**src/rtl/vip_src_sched.sv**
```systemverilog
// Frame-synchronous source scheduler: picks one of N_SRC pixel streams by debounced
// remote command, switches only on the active source's vsync rise, and serialises RGB565 to bytes.

package vip_src_sched_pkg;
  typedef struct packed {
    logic        vsync;
    logic        href;
    logic        de;
    logic [15:0] data;
  } src_beat_t;
endpackage

// One source lane: passes its stream through only while it is the active source,
// so the top can merge all lanes with a plain OR.
module vip_src_sched_lane
  import vip_src_sched_pkg::*;
#(
  parameter int LANE_ID = 0
) (
  input  logic [2:0]  cur_sel,
  input  logic        vsync,
  input  logic        href,
  input  logic        de,
  input  logic [15:0] data,
  output src_beat_t   beat
);
  logic hit;

  assign hit        = (cur_sel == 3'(LANE_ID));
  assign beat.vsync = hit & vsync;
  assign beat.href  = hit & href;
  assign beat.de    = hit & de;
  assign beat.data  = hit ? data : 16'h0000;
endmodule

module vip_src_sched
  import vip_src_sched_pkg::*;
#(
  parameter int N_SRC      = 5,
  parameter int DEF_SEL    = 0,
  parameter int STABLE_CYC = 4
) (
  input  logic                  cam_pclk,
  input  logic                  rst_n,
  input  logic [7:0]            remote_data,
  input  logic [N_SRC-1:0]      src_vsync,
  input  logic [N_SRC-1:0]      src_href,
  input  logic [N_SRC-1:0]      src_de,
  input  logic [16*N_SRC-1:0]   src_data,
  output logic                  img_vsync,
  output logic                  img_href,
  output logic                  img_data_en,
  output logic [7:0]            img_data,
  output logic [2:0]            cur_sel,
  output logic                  sel_pending,
  output logic                  ovf_err
);

  typedef enum logic {RUN, ARMED} state_t;

  // {valid, index}
  function automatic logic [3:0] code_map(input logic [7:0] code);
    case (code)
      8'h16:   code_map = 4'b1000;
      8'h19:   code_map = 4'b1001;
      8'h0D:   code_map = 4'b1010;
      8'h0C:   code_map = 4'b1011;
      8'h18:   code_map = 4'b1100;
      default: code_map = 4'b0000;
    endcase
  endfunction

  // ---------------- source lanes ----------------
  logic [N_SRC-1:0][15:0] data_arr;
  src_beat_t [N_SRC-1:0]  beats;
  src_beat_t              sel_beat;

  assign data_arr = src_data;

  for (genvar k = 0; k < N_SRC; k++) begin : g_lane
    vip_src_sched_lane #(.LANE_ID(k)) u_lane (
      .cur_sel (cur_sel),
      .vsync   (src_vsync[k]),
      .href    (src_href[k]),
      .de      (src_de[k]),
      .data    (data_arr[k]),
      .beat    (beats[k])
    );
  end

  always_comb begin
    sel_beat = '0;
    for (int k = 0; k < N_SRC; k++) sel_beat = src_beat_t'(sel_beat | beats[k]);
  end

  // ---------------- command path ----------------
  logic [7:0] sync1, sync2, last_code;
  logic [3:0] stab_cnt, stab_run, cmd_map;
  logic [2:0] cmd_idx;
  logic       cmd_acc, cmd_ok;

  // Run length saturates at STABLE_CYC so a held code fires exactly once.
  always_comb begin
    stab_run = 4'd1;
    if (sync2 == last_code)
      stab_run = (stab_cnt == 4'(STABLE_CYC)) ? stab_cnt : stab_cnt + 4'd1;
    cmd_acc = (stab_run == 4'(STABLE_CYC)) &&
              ((sync2 != last_code) || (stab_cnt != 4'(STABLE_CYC)));
    cmd_map = code_map(sync2);
    cmd_idx = cmd_map[2:0];
    cmd_ok  = cmd_acc && cmd_map[3] && ({1'b0, cmd_idx} < 4'(N_SRC));
  end

  always_ff @(posedge cam_pclk or negedge rst_n) begin
    if (!rst_n) begin
      sync1     <= 8'h00;
      sync2     <= 8'h00;
      last_code <= 8'h00;
      stab_cnt  <= 4'd0;
    end else begin
      sync1     <= remote_data;
      sync2     <= sync1;
      last_code <= sync2;
      stab_cnt  <= stab_run;
    end
  end

  // ---------------- selection FSM ----------------
  state_t     state, state_d;
  logic [2:0] next_sel, next_sel_d, cur_d;
  logic       vs_q, vs_seed, boundary, sw;

  assign boundary = sel_beat.vsync & ~vs_q;

  always_comb begin
    state_d    = state;
    next_sel_d = next_sel;
    cur_d      = cur_sel;
    sw         = 1'b0;
    if (boundary && state == ARMED) begin
      cur_d   = next_sel;
      sw      = 1'b1;
      state_d = RUN;
    end
    if (cmd_ok) begin
      if (state_d == RUN) begin
        if (cmd_idx != cur_d) begin
          next_sel_d = cmd_idx;
          state_d    = ARMED;
        end
      end else if (cmd_idx == cur_d) begin
        state_d = RUN;
      end else begin
        next_sel_d = cmd_idx;
      end
    end
  end

  // Edge detector follows whichever source is active next cycle, so a switch re-seeds it.
  always_comb begin
    vs_seed = 1'b0;
    for (int k = 0; k < N_SRC; k++)
      if (cur_d == 3'(k)) vs_seed = src_vsync[k];
  end

  always_ff @(posedge cam_pclk or negedge rst_n) begin
    if (!rst_n) begin
      state    <= RUN;
      cur_sel  <= 3'(DEF_SEL);
      next_sel <= 3'(DEF_SEL);
      vs_q     <= 1'b0;
    end else begin
      state    <= state_d;
      cur_sel  <= cur_d;
      next_sel <= next_sel_d;
      vs_q     <= vs_seed;
    end
  end

  assign sel_pending = (state == ARMED);

  // ---------------- pixel buffer / serialiser ----------------
  // A slot stays occupied until the cycle after its low byte has been on img_data,
  // which bounds back-to-back bursts at two pixels.
  logic [15:0] mem [2];
  logic        wptr, iptr, phase, show_lo, pop_q;
  logic [1:0]  occ, pend;
  logic        wr, wr_ok, drop, iss, iss_lo;
  logic [15:0] head;
  logic [7:0]  obyte;

  always_comb begin
    wr     = sel_beat.de & ~sw;
    wr_ok  = wr & ((occ != 2'd2) | pop_q);
    drop   = wr & (occ == 2'd2) & ~pop_q;
    head   = (pend != 2'd0) ? mem[iptr] : sel_beat.data;
    iss    = (pend != 2'd0) | wr_ok;
    iss_lo = iss & phase;
    obyte  = phase ? head[7:0] : head[15:8];
  end

  always_ff @(posedge cam_pclk or negedge rst_n) begin
    if (!rst_n) begin
      mem[0]      <= 16'h0000;
      mem[1]      <= 16'h0000;
      wptr        <= 1'b0;
      iptr        <= 1'b0;
      phase       <= 1'b0;
      occ         <= 2'd0;
      pend        <= 2'd0;
      show_lo     <= 1'b0;
      pop_q       <= 1'b0;
      img_data_en <= 1'b0;
      img_data    <= 8'h00;
    end else if (sw) begin
      wptr        <= 1'b0;
      iptr        <= 1'b0;
      phase       <= 1'b0;
      occ         <= 2'd0;
      pend        <= 2'd0;
      show_lo     <= 1'b0;
      pop_q       <= 1'b0;
      img_data_en <= 1'b0;
      img_data    <= 8'h00;
    end else begin
      if (wr_ok) begin
        mem[wptr] <= sel_beat.data;
        wptr      <= ~wptr;
      end
      if (iss)    phase <= ~phase;
      if (iss_lo) iptr  <= ~iptr;
      pend        <= pend + 2'(wr_ok) - 2'(iss_lo);
      occ         <= occ + 2'(wr_ok) - 2'(pop_q);
      show_lo     <= iss_lo;
      pop_q       <= show_lo;
      img_data_en <= iss;
      img_data    <= iss ? obyte : 8'h00;
    end
  end

  // ---------------- sideband / error ----------------
  always_ff @(posedge cam_pclk or negedge rst_n) begin
    if (!rst_n) begin
      img_vsync <= 1'b0;
      img_href  <= 1'b0;
      ovf_err   <= 1'b0;
    end else begin
      img_vsync <= sel_beat.vsync;
      img_href  <= sel_beat.href;
      if (drop)          ovf_err <= 1'b1;
      else if (boundary) ovf_err <= 1'b0;
    end
  end

endmodule
```
**config.mk**
```make
export PLATFORM = sky130hd
export DESIGN_NAME = vip_src_sched
export DESIGN_NICKNAME = d
export VERILOG_FILES = /design/src/rtl/vip_src_sched.sv
export SDC_FILE = /design/constraint.sdc
export NUM_CORES = 1
export LEC_CHECK = 0
export ABC_AREA = 0
export BUFFER_PORTS_ARGS = -buffer_cell sky130_fd_sc_hd__buf_2
export CORE_AREA = 2 2 110 123
export CTS_CLUSTER_SIZE = 16
export DETAILED_ROUTE_END_ITERATION = 6
export DIE_AREA = 0 0 112 125
export PLACE_DENSITY = 0.67
export SYNTH_ARGS = -nofsm -noshare
export SYNTH_HDL_FRONTEND = slang
export SYNTH_HIERARCHICAL = 1
export SYNTH_SLANG_ARGS = --single-unit
```
**constraint.sdc**
```tcl
create_clock -name cam_pclk -period 3.8 [get_ports cam_pclk]
set_input_delay 0.57 -clock cam_pclk [delete_from_list [all_inputs] [get_ports cam_pclk]]
set_output_delay 0.57 -clock cam_pclk [all_outputs]
set_load 0.01 [all_outputs]
```
==> results.toml, run 1 <==
[clock_tree]
cts_tree = "built"
cts_root_buf = "clkbuf_16"
cts_buffers = 9
cts_setup_buffers = 0
clock_path_buffers = 2
clkLatencyLatePin_ns = 0.34
hold_buffers = 0
post_cts_resized = 0
cts.reportedPaths.clkPinSlew_ns = 0.07
htreeDepth = 3
cts.sinks = 89

[global_route]
gr-usage-all-layers_pct = 18.56
busiest_layer = "met2"
antenna_found_initial = 0
overflow = 0
grt_max_degree = 75
met3_usage_pct = 3.684
use_met2_pct = 30.45
grt_use_met1_pct = 25.02
grt_pass1_wl_um = 21130
grt_pass1_vias = 4253

[place]
gp_congestion = 0.8278
post-place-ws_ns = 0.7306
port_buffers = 120
dp_hpwl_um = 8900

[synth]
synth_nets = 612
syn_avg_cell_area_sq_um = 11.31
synth-compound-area-share_pct = 8.549
synth_edf_count = 0
synth-simple-area-share_pct = 37.75
yosysUniqueCellTypes = 69
yosysSeqAreaShare_pct = 39.32
syn_area_sq_um = 5664
synth_warnings = 6
ys.flop_type = "dfrtp_1"
synth_top_family_by_area = "simple AND/OR/NAND/NOR gates"
synth.area.mux_share_pct = 4.970
yosys.area_share.adder_pct = 1.325
syn_inst = 501
synthXorXnorAreaFrac_pct = 2.872
async_flop_share_pct = 100.0
synth-seq-cells = 89

[die]
die_w_um = 112
die_h_um = 125
initial_utilization_pct = 43.97
io_pins = 121
dieArea_sq_um = 14000
coreArea_sq_um = 12880
rows = 44

[routing]
first_pass_iters = 5
viasPerCell = 5.486
wire_per_inst_um = 16.53
drtIter0Drc = 284
dr_total_vias = 4224
drc = 0
totalWireLength_um = 12730
detail-route-antenna-nets = 0

[sta]
fin_tns_setup_ns = 0
finalCritPeriodShare_pct = 81.53
setup_ws_ns = 0.7017
slew_headroom_pct = 20.25
maxSlewViolCount = 0
fmax_mhz = 322.8
final-hold-violation-count = 0
rsz0062_at_grt = "false"
period_minus_slack_ns = 3.098
finClkSkew_ns = 0.004722
setup_viol = 0
max_slew.worst_pin.slew_ns = 1.195

[finish]
nFillCells = 1177
syn_to_final_growth_pct = 16.15
drive_gt1_share_pct = 41.05
num_antenna_cells = 0
nets = 715

[worst_setup_path]
startpoint_type = "flop"
r2r_start = "cur_sel[1]"
regToRegSetupSlack_ns = 0.70
cp_max_fo = 44
path_class = "flop to flop"
regToRegEndpoint = "mem[22]"
reg2reg_depth = 8
critPathCaptureType = "flop"
required_ns = 4.06
critPathArrivalTime_ns = 3.36

[power_and_ir_drop]
power_density_nw_per_um2 = 664.1
p_leak_nw = 2.843
vdd_drop_max_mv = 0.4624

[flow_run]
max_cap_viol_count = 0

[hold_path]
hold_path_class = "input port to flop"
holdPathStages = 1
holdPathEnd = "sync1[7]"
min_from = "remote_data[7]"

[status]
status = "complete, no violations"
## cells by family (layout without fill, tap and decap cells)
kind of cell    after synthesis  in the layout
fa+ha+maj                     6              6
mux                          18             18
flops                        89             89
simple gates                253            253
xor+xnor                     16             16
buf+inv                      46            154
compound gates               73             73
## where the power goes
group,internal [mW],switching (mW)
logic,0.872,1.08
clock network,0.530,0.375
registers,1.26,0.256
## routing by layer
layer / wire length [um] / up-vias
met5: 0 / -
met4: 189 / 0
met3: 606 / 15
met2: 6133 / 114
met1: 5797 / 2008
li1: - / 2087
## Yosys cell counts, types with 3 or more instances
cell type	count	area share (%)
nand2b_1	5	0.55
dfrtp_1	89	39
nor4b_1	9	1.4
nor2b_1	3	0.33
xor2_1	8	1.2
mux2i_1	9	1.6
clkbuf_1	10	0.66
xnor2_1	5	0.77
and4b_1	14	2.5
and4b_2	5	0.99
buf_2	4	0.35
mux4_2	8	3.2
buf_4	6	0.80
nand3_1	5	0.44
nor4b_2	11	2.9
and4bb_2	27	6.0
o21ai_0	16	1.4
nor4bb_4	3	1.3
nand2_1	26	1.7
nand3b_1	3	0.40
buf_6	11	2.2
or4_1	17	2.3
nor3_1	12	1.1
ha_1	6	1.3
a211oi_1	9	1.2
xor2_2	3	0.86
inv_1	10	0.66
nor4bb_2	27	7.8
nor2_1	60	4.0
a21oi_1	31	2.7
## area by class of cell
class                           count  area [sq um]  area share [%]
Inverter                           13         48.80          0.7417
Tap cell                          161         201.4           3.062
Multi-Input combinational cell    366          3144           47.79
Clock buffer                       10         239.0           3.633
Clock inverter                      6         66.31           1.008
Sequential cell                    89          2238           34.02
Timing Repair Buffer              125         640.6           9.738
## critical path: stages, from the launching register on
cell and delay [ns]:
dfrtp_4 0.65, and4bb_2 0.28, nor3_2 0.40, a21oi_4 0.22, nor2_1 0.21, inv_2 0.08, nor2_2 0.90, nor2_1 0.10
a21oi_1 0.17
## per-stage QoR
| stage | cell area (sq um) | util, % | instances | hold slack (ns) | power (mW) |
|---|---|---|---|---|---|
| floorplan | 5664 | - | 501 | 0.2744 | 3.046 |
| global placement | 6274 | 48.70 | 754 | 0.3393 | 3.417 |
| detailed placement | 6274 | 48.70 | 754 | 0.3363 | 3.488 |
| CTS | 6579 | 51.07 | 770 | 0.3183 | 4.408 |
| global route | 6579 | 51.07 | 770 | 0.3179 | 4.699 |
| finish | 6579 | 51.07 | 770 | 0.3292 | 4.369 |
## placed cells by master (no fill, tap or decap), types with 6 or more instances in the layout
cell | Yosys | layout
a211oi_1 | 9 | 9
a21oi_1 | 31 | 31
and4b_1 | 14 | 14
and4bb_2 | 27 | 27
buf_2 | 4 | 119
buf_4 | 6 | 6
clkbuf_16 | 0 | 9
dfrtp_1 | 89 | 86
ha_1 | 6 | 6
inv_1 | 10 | 10
mux2i_1 | 9 | 9
mux4_2 | 8 | 8
nand2_1 | 26 | 26
nor2_1 | 60 | 59
nor3_1 | 12 | 12
nor4b_1 | 9 | 9
nor4b_2 | 11 | 11
nor4bb_2 | 27 | 27
o21ai_0 | 16 | 16
or4_1 | 17 | 17
xor2_1 | 8 | 8
## state kept, by name, summed over array words and instances (netlist names), 2 cells and up
name       cells
mem           32
img_data       8
last_code      8
sync1          8
sync2          8
stab_cnt       4
cur_sel        3
next_sel       3
occ            2
pend           2
## worst max-delay path by stage
stage | start | end | slack (ns) | depth (start not counted)
6_report | cur_sel[1] | mem[22] | 0.70 | 8
5_1_grt | cur_sel[1] | mem[25] | 0.42 | 8
4_1_cts | cur_sel[1] | pend[1] | 0.72 | 11
3_5_place_dp | cur_sel[1] | pend[1] | 0.73 | 11
3_3_place_gp | cur_sel[1] | pend[1] | 0.78 | 11
2_1_floorplan | cur_sel[1] | pend[1] | 0.55 | 13
(Power assumes the default switching activity.)
==> run 2, diff against run 1 <==
- PLACE_DENSITY: 0.67 -> 0.7
- clock period: 3.8 -> 2.7 ns (I/O delays scaled with it)
==> run 2 against run 1 <==
Effect of this change: design area up 4.1%; critical endpoint is now pend[1]; clock power up 41%; non-clock buffer count up 14; largest cell class unchanged.
==> results.toml, run 2 (synthesis gave the netlist of run 1 again) <==
[status]
status = "complete, no violations"

[routing]
dr_total_vias = 4410
drtIter0Drc = 244
detail-route-antenna-nets = 0
drc = 0
viasPerCell = 5.625
wire_per_inst_um = 16.76
first_pass_iters = 4
totalWireLength_um = 13140

[sta]
setup_viol = 0
maxSlewViolCount = 0
hold_ws_ns = 0.05647
period_minus_slack_ns = 2.680
final-hold-violation-count = 0
fmax_mhz = 373.1
slew_headroom_pct = 60.26
fin_tns_setup_ns = 0
finClkSkew_ns = 0.006127
finalCritPeriodShare_pct = 99.27
max_slew.worst_pin.slew_ns = 0.5961
rsz0062_at_grt = "true"

[global_route]
antenna_found_initial = 0
grt_pass1_wl_um = 21520
grt_pass1_vias = 4422
grt_max_degree = 70
overflow = 0
gr-usage-all-layers_pct = 19.12

[die]
die_h_um = 125
io_pins = 121
rows = 44
die_w_um = 112
dieArea_sq_um = 14000
initial_utilization_pct = 43.97
coreArea_sq_um = 12880

[place]
port_buffers = 120
dp_hpwl_um = 9301
place_area_sq_um = 6481
gp_congestion = 0.8463

[worst_setup_path]
path_class = "flop to flop"
crit_slowest_cell = "or4_4"
critPathArrivalTime_ns = 2.92
cp_max_fo = 6
cpPeakStageDelay_ns = 0.55
required_ns = 2.94
crit_path_frequent_cell = "ha_4"
r2r_start = "cur_sel[2]"
critPathCaptureType = "flop"
startpoint = "cur_sel[2]"
startpoint_type = "flop"
crit_chain = "and4bb_2 > or4_4 > o21ai_4 > o21bai_4 > and2_4 > ha_4 > inv_2 > ha_4 > xor2_2 > xnor2_1 > nor2_1"

[clock_tree]
cts.sinks = 89
cts_tree = "built"
cts_buffers = 9
cts_root_buf = "clkbuf_16"
htreeDepth = 3
hold_buffers = 0
clkLatencyLatePin_ns = 0.35
cts.reportedPaths.clkPinSlew_ns = 0.07
clock_path_buffers = 2

[power_and_ir_drop]
p_int_mw = 3.948
p_switching_mw = 2.551
p_leak_nw = 2.937
swShare_pct = 39.26
pwr-share-seq_pct = 31.1
vdd_drop_max_mv = 0.5208
power_frac_comb_pct = 49.2
power_density_nw_per_um2 = 949.4
pwr-share-clk_pct = 19.7

[flow_run]
max_cap_viol_count = 0

[finish]
final_util_pct = 53.14
final_common_cell = "buf_2"
final_cell_mix = "119 x buf_2, 86 x dfrtp_1, 57 x nor2_1"
syn_to_final_growth_pct = 20.85
multi_input_area_sq_um = 3258
num_antenna_cells = 0
post-route-cell-area_sq_um = 6845
nets = 729
nFillCells = 1115
drive_gt1_share_pct = 44.62
largest_reg_flops = 32
largest_register = "mem"
seqCellArea_sq_um = 2238

[hold_path]
hold_path_class = "input port to asynchronous set/reset pin"
[run 2: changes by cell type in the layout (fill, tap and decap cells not counted), moves of 2 or more]
cell / before / now
buf_4: 6 / 16
buf_12: 0 / 4
clkinvlp_4: 0 / 3
ha_1: 6 / 3
ha_4: 0 / 3
clkinv_4: 2 / 0
nor2_1: 59 / 57
[run 2: worst paths after layout]
kind                                end  slack [ns]  cells after the start
max                             pend[1]        0.02                     11
max in group asynchronous   next_sel[2]        2.00                      2
max reg2reg                     pend[1]        0.02                     11
min in group cam_pclk          sync1[2]        0.16                      1
min reg2reg                    sync2[0]        0.35                      0
min                        last_code[2]        0.06                      1
[run 2: area by class of cell]
class                      instances  share of cell area, %
multi-input combinational        366                  47.60
sequential                        89                  32.70
timing repair buffer             139                  11.62
clock buffer                       9                  3.290
tap                              161                  2.943
clock inverter                     7                  1.133
inverter                          13                 0.7128
[run 2: worst max-delay path: cells and delay by family, from the launching register on]
| family | cells | cell delay, ns |
|---|---|---|
| xor gates and xnor gates | 2 | 0.29 |
| buffers and inverters | 1 | 0.04 |
| AOI/OAI and AO/OA | 2 | 0.31 |
| adders and majority gates | 2 | 0.41 |
| and+or+nand+nor | 4 | 1.02 |
| DFF | 1 | 0.50 |
[run 2: layer usage]
metal	vias to the layer above	GRT usage [%]	part of all wire (%)
met5	-	0	0
met4	0	8.250	2.7
met3	22	3.199	4.8
met2	123	30.84	48
met1	2136	25.60	44
li1	2129	-	-
[run 2: what timing repair did]
item                       in CTS  in global routing
pin swaps                       1                 10
buffers inserted                0                  3
resized for setup               1                  6
setup endpoints to repair       2                  4
[run 2: through the flow]
stage	setup slack, ns	cells	total power, mW
6_report	0.01980	784	6.499
5_1_grt	-0.06537	784	6.973
4_1_cts	0.01659	781	6.466
3_5_place_dp	-0.005934	765	5.164
3_3_place_gp	0.02351	765	5.050
2_1_floorplan	-0.04944	501	4.415
[run 2: power groups by stage]
stage,clock network (mW),logic [mW],registers (mW)
final,1.28,3.20,2.02
after global routing,1.35,3.54,2.08
after CTS,1.31,3.14,2.02
after detailed placement,0,3.12,2.04
after global placement,0,3.03,2.02
after floorplan,0,2.34,2.08
